`src/rtl/cpu_pkg.sv`:
```
`default_nettype none
// +----------------------------------------------------------------------------+
// | Module      : cpu_pkg                                                       |
// | Description : Shared datapath width, reset PC and address type.            |
// | Revision    : 1.0 - initial release                                        |
// +----------------------------------------------------------------------------+
package cpu_pkg;

    localparam int                 WIDTH    = 16;
    localparam logic [WIDTH-1:0]   RESET_PC = 16'h0000;

    typedef logic [WIDTH-1:0] addr_t;

endpackage : cpu_pkg
`default_nettype wire

```
`src/rtl/return_addr_stack.sv`:
```
`default_nettype none
// +----------------------------------------------------------------------------+
// | Module      : return_addr_stack                                             |
// | Description : Small LIFO of return addresses. Pop has priority over push   |
// |               when both are requested; overflow pushes are dropped.        |
// | Revision    : 1.0 - initial release                                        |
// +----------------------------------------------------------------------------+
module return_addr_stack #(
    parameter int WIDTH = cpu_pkg::WIDTH,
    parameter int DEPTH = 4
) (
    input  logic             clk,
    input  logic             rst,
    input  logic             push,
    input  logic             pop,
    input  logic [WIDTH-1:0] push_data,
    output logic [WIDTH-1:0] top_data,
    output logic             full,
    output logic             empty,
    output logic             overflow,
    output logic             underflow
);
    import cpu_pkg::*;

    localparam int c_PTR_W = $clog2(DEPTH);
    localparam int c_CNT_W = c_PTR_W + 1;

    // Count runs 0..DEPTH, so it needs one bit more than an entry index.
    logic [c_CNT_W-1:0] r_count;
    logic [WIDTH-1:0]   r_mem [DEPTH];

    logic [c_PTR_W-1:0] w_top_idx;
    logic [c_PTR_W-1:0] w_wr_idx;
    logic               w_do_push;
    logic               w_do_pop;

    // When full the low count bits wrap to 0, so top-1 still lands on DEPTH-1.
    assign w_wr_idx  = r_count[c_PTR_W-1:0];
    assign w_top_idx = r_count[c_PTR_W-1:0] - c_PTR_W'(1);

    assign full      = (r_count == c_CNT_W'(DEPTH));
    assign empty     = (r_count == '0);
    assign top_data  = r_mem[w_top_idx];

    assign w_do_pop  = pop & ~empty;
    assign w_do_push = push & ~pop & ~full;
    assign overflow  = push & ~pop & full;
    assign underflow = pop & empty;

    // Occupancy counter; reset discards every stored entry.
    always_ff @(posedge clk) begin
        if (rst) begin
            r_count <= '0;
        end else if (w_do_pop) begin
            r_count <= r_count - c_CNT_W'(1);
        end else if (w_do_push) begin
            r_count <= r_count + c_CNT_W'(1);
        end
    end

    // Entry storage; contents beyond the count are don't-care.
    always_ff @(posedge clk) begin
        if (!rst && w_do_push) begin
            r_mem[w_wr_idx] <= push_data;
        end
    end

endmodule : return_addr_stack
`default_nettype wire

```
`src/rtl/pc_unit.sv`:
```
`default_nettype none
// +----------------------------------------------------------------------------+
// | Module      : pc_unit                                                       |
// | Description : Program counter with next-PC priority mux, PC-relative       |
// |               branch, absolute jump, call/return via return stack, and a   |
// |               sticky stack error flag.                                     |
// | Revision    : 1.0 - initial release                                        |
// +----------------------------------------------------------------------------+
module pc_unit #(
    parameter int               WIDTH       = cpu_pkg::WIDTH,
    parameter logic [WIDTH-1:0] RESET_PC    = cpu_pkg::RESET_PC,
    parameter int               STACK_DEPTH = 4
) (
    input  logic             clk,
    input  logic             rst,
    input  logic             stall,
    input  logic             branch_taken,
    input  logic [WIDTH-1:0] offset,
    input  logic             jump,
    input  logic             call,
    input  logic             ret,
    input  logic [WIDTH-1:0] jump_target,
    output logic [WIDTH-1:0] pc,
    output logic [WIDTH-1:0] pc_next,
    output logic             stack_full,
    output logic             stack_empty,
    output logic             stack_err
);
    import cpu_pkg::*;

    logic [WIDTH-1:0] r_pc;
    logic             r_stack_err;
    logic [WIDTH-1:0] w_pc_seq;
    logic [WIDTH-1:0] w_pc_next;
    logic [WIDTH-1:0] w_top_data;
    logic             w_push;
    logic             w_pop;
    logic             w_overflow;
    logic             w_underflow;

    assign w_pc_seq = r_pc + WIDTH'(1);

    // Ret beats call, so a simultaneous call never pushes; stall and reset
    // keep the stack untouched by the control inputs.
    assign w_pop  = ret & ~stall & ~rst;
    assign w_push = call & ~ret & ~stall & ~rst;

    return_addr_stack #(
        .WIDTH (WIDTH),
        .DEPTH (STACK_DEPTH)
    ) u_ras (
        .clk       (clk),
        .rst       (rst),
        .push      (w_push),
        .pop       (w_pop),
        .push_data (w_pc_seq),
        .top_data  (w_top_data),
        .full      (stack_full),
        .empty     (stack_empty),
        .overflow  (w_overflow),
        .underflow (w_underflow)
    );

    // Next-PC priority mux: rst > stall > ret > call > jump > branch > seq.
    always_comb begin
        w_pc_next = w_pc_seq;
        if (rst) begin
            w_pc_next = RESET_PC;
        end else if (stall) begin
            w_pc_next = r_pc;
        end else if (ret) begin
            w_pc_next = stack_empty ? w_pc_seq : w_top_data;
        end else if (call || jump) begin
            w_pc_next = jump_target;
        end else if (branch_taken) begin
            w_pc_next = w_pc_seq + offset;
        end
    end

    // PC register; the mux already folds in reset and stall.
    always_ff @(posedge clk) begin
        r_pc <= w_pc_next;
    end

    // Sticky error flag, cleared only by reset.
    always_ff @(posedge clk) begin
        if (rst) begin
            r_stack_err <= 1'b0;
        end else if (w_overflow || w_underflow) begin
            r_stack_err <= 1'b1;
        end
    end

    assign pc        = r_pc;
    assign pc_next   = w_pc_next;
    assign stack_err = r_stack_err;

endmodule : pc_unit
`default_nettype wire
```
`config.mk`:
```
export PLATFORM = sky130hd
export DESIGN_NAME = pc_unit
export DESIGN_NICKNAME = d
export VERILOG_FILES = /design/src/rtl/cpu_pkg.sv /design/src/rtl/return_addr_stack.sv /design/src/rtl/pc_unit.sv
export SDC_FILE = /design/constraint.sdc
export NUM_CORES = 1
export LEC_CHECK = 0
export CELL_PAD_IN_SITES_DETAIL_PLACEMENT = 1
export CELL_PAD_IN_SITES_GLOBAL_PLACEMENT = 1
export CORE_MARGIN = 5
export CORE_UTILIZATION = 29
export DETAILED_ROUTE_END_ITERATION = 10
export GPL_ROUTABILITY_DRIVEN = 0
export PLACE_DENSITY_LB_ADDON = 0.1
export SETUP_SLACK_MARGIN = 0.3
export SKIP_LAST_GASP = 1
export SYNTH_ARGS = -nofsm -noshare
export SYNTH_HDL_FRONTEND = slang
export SYNTH_SLANG_ARGS = --single-unit
```
`constraint.sdc`:
```
create_clock -name clk -period 3.8 [get_ports clk]
set_clock_uncertainty 0.15 [all_clocks]
set_input_delay 0.76 -clock clk [delete_from_list [all_inputs] [get_ports clk]]
set_output_delay 0.76 -clock clk [all_outputs]
set_load 0.02 [all_outputs]
```
==> impl_metrics.json <==
{
  "status": "finished with violations",
  "violations": "negative setup slack",
  "num_vias": 4300,
  "layout.nets": 715,
  "yosys.area.top_type": "edfxtp_1",
  "setup_viol": 10,
  "endpoint_kind": "primary output",
  "drive_gt1_share_pct": 45.2,
  "final_common_cell": "buf_4",
  "drt_iter0_markers": 306,
  "cts_buffers": 9,
  "critPathRequiredTime_ns": 2.89,
  "yosysWarningCount": 0,
  "postRouteAntennaNets": 0,
  "grt-ovfl-total": 0,
  "nFillCells": 1756,
  "cts.path.max_buffers": 2,
  "synth_flop_cell": "edfxtp_1",
  "port_buffers": 73,
  "fin_util_pct": 47.7,
  "worst_pin_slew_ns": 0.576,
  "rsz0062_at_grt": "yes",
  "multiInputGateArea_um2": 2750,
  "grt_max_degree": 17,
  "core_um2": 16000,
  "maxCapViolations": 0,
  "layout_common_cells": "158 x buf_4, 64 x edfxtp_1, 55 x clkdlybuf4s50_1",
  "finalWorstSetupSlack_ns": -0.399,
  "finalCritPeriodShare_pct": 110,
  "die_area_um2": 19100,
  "initial_utilization_pct": 29.8,
  "maxSlewViolCount": 0,
  "ys_ff_latch": 84,
  "area_growth_pct": 60.0,
  "cellPowerDensity_nw_per_um2": 358,
  "die_y_um": 138,
  "worstSetupPathType": "flip-flop to primary output",
  "hold_viol": 0,
  "cp.arrival_ns": 3.29,
  "cts_tree": "built",
  "yosysUniqueCellTypes": 56,
  "hold_path.class": "flip-flop to flip-flop",
  "htreeDepth": 3,
  "drt-total-wl_um": 17300,
  "drc_errors": 0,
  "hold_depth": 2,
  "worstSkewPairLatency_ns": 0.35,
  "grt_pass1_vias": 4547,
  "synthTopCellsByArea": "edfxtp_1 40%, dfxtp_1 8.4%, mux4_2 7.6%",
  "ys_seq_area_share_pct": 48.7,
  "ir_worst_vdd_uv": 215,
  "p_leak_uw": 0.00307,
  "post-place-ws_ns": -0.899,
  "via_per_inst": 4.93,
  "first_pass_iters": 4,
  "wire_per_inst_um": 19.8,
  "placed_cells": 821,
  "cts-root-buf": "clkbuf_16",
  "layout_min_cycle_time_ns": 4.20,
  "num_rows": 46,
  "synth_top_area_share_pct": 40.3,
  "worst_setup_path_start_kind": "flip-flop",
  "diodes": 0,
  "antenna_found_initial": 0,
  "grt_use_total_pct": 17.8,
  "fp.dieW_um": 138,
  "clock-sinks": 84,
  "grt_first_pass_wirelength_um": 26400,
  "syn-cell-area_um2": 4770,
  "post-dp-hpwl_um": 13200,
  "area.sequential_um2": 2350,
  "cp_max_fo": 3,
  "synthArstFlopShare_pct": 0,
  "final_cells": 873,
  "r2r_cells": 21,
  "clk_pin_slew_ns": 0.07,
  "io_pins": 74,
  "synth_nets": 494,
  "synth_edf_count": 64,
  "slew_headroom_pct": 61.1,
  "avgSynthCellArea_um2": 11.1,
  "postSynthCellCount": 431,
  "max_freq_ghz": 0.238
}
==> synth_stat cells (all sizes together), types with 2 or more instances <==
cell type,number
or2,2
a31oi,6
o211a,2
fa,2
o31ai,2
nor2,40
o21a,8
and3,6
a2111oi,2
a211oi,8
mux2i,3
o221ai,8
nand4,5
xor2,10
o211ai,6
edfxtp,64
xnor2,15
nand3b,2
nor2b,3
a21o,4
dfxtp,20
mux4,16
and2,7
o21ai,18
nor4,3
nand2,40
buf,3
clkbuf,15
nand2b,4
ha,22
inv,20
or3,3
a221oi,3
nand3,5
a211o,2
nor3,7
a21oi,32
==> power by group <==
part	total, uW	leakage (uW)	internal (uW)	switching [uW]
Sequential	1040	0.000754	1020	21.2
Clock	835	0.000126	449	386
Combinational	856	0.00219	429	426
Total	2730	0.00307	1900	834
==> cells by family (layout without fill, tap and decap cells) <==
family / after synthesis / after routing / share of synthesized area (%)
xor gates and xnor gates: 25 / 25 / 4.75
and+or+nand+nor: 131 / 131 / 13.5
muxes: 19 / 19 / 8.18
AOI/OAI and AO/OA: 109 / 109 / 15.1
DFF: 84 / 84 / 48.7
buffers and inverters: 39 / 265 / 3.20
adders and majority gates: 24 / 24 / 6.61
==> metal layers <==
metal  up-vias  wire, um  track usage [%]
li1       2068         -                -
met1      2165      8310             24.8
met2        59      8490             29.4
met3         8       396             2.72
met4         0       123             3.74
met5         -         0                0
==> critical path, stage by stage, from the launching register on <==
cell and delay (ns):
dfxtp_4 0.39, ha_4 0.15, and2_4 0.15, nand4_1 0.23, nor2_2 0.22, xor2_2 0.26
ha_4 0.25, nand3_2 0.08, nand2_1 0.06, or3_4 0.34, o21ai_4 0.18, xnor2_1 0.10
a221oi_2 0.32, buf_4 0.20
==> final timing paths <==
kind | slack, ns | from | end
worst min-delay path | 0.34 | stack_err | stack_err
worst max-delay path | -0.40 | pc[0] | pc_next[15]
worst max register to register | 0.30 | pc[0] | pc[2]
worst min register to register | 0.34 | stack_err | stack_err
==> final cells by class <==
type                    count  share of cell area [%]
repair buffers            228                    25.0
clock inverters             6                   0.639
multi-input cells         308                    36.0
flip-flops and latches     84                    30.8
clock buffers              10                    3.00
well taps                 216                    3.54
inverters                  21                    1.07
==> repair_timing <==
| item | 4_1_cts | 5_1_grt |
|---|---|---|
| hold buffers | 0 | 0 |
| gates resized for setup | 142 | 21 |
| pin swaps | 48 | 33 |
| hold endpoints to repair | 0 | 0 |
| setup endpoints to repair | 16 | 17 |
| buffers inserted | 29 | 7 |
==> per-stage QoR <==
stage,area [um2],hold slack [ns],setup TNS (ns),total power [uW]
2_1_floorplan,4940,0.360,0,1420
3_3_place_gp,6790,0.317,-9.45,1780
3_5_place_dp,6790,0.322,-10.04,1790
4_1_cts,7500,0.342,-2.15,2710
5_1_grt,7630,0.385,-3.80,2850
6_report,7630,0.339,-2.33,2730
==> flip-flops by register name, indices dropped and copies added (netlist names) <==
register / count
pc: 16
stack_err: 1
u_ras.r_count: 3
u_ras.r_mem: 64
No activity file was read; power rests on OpenSTA's default activity.
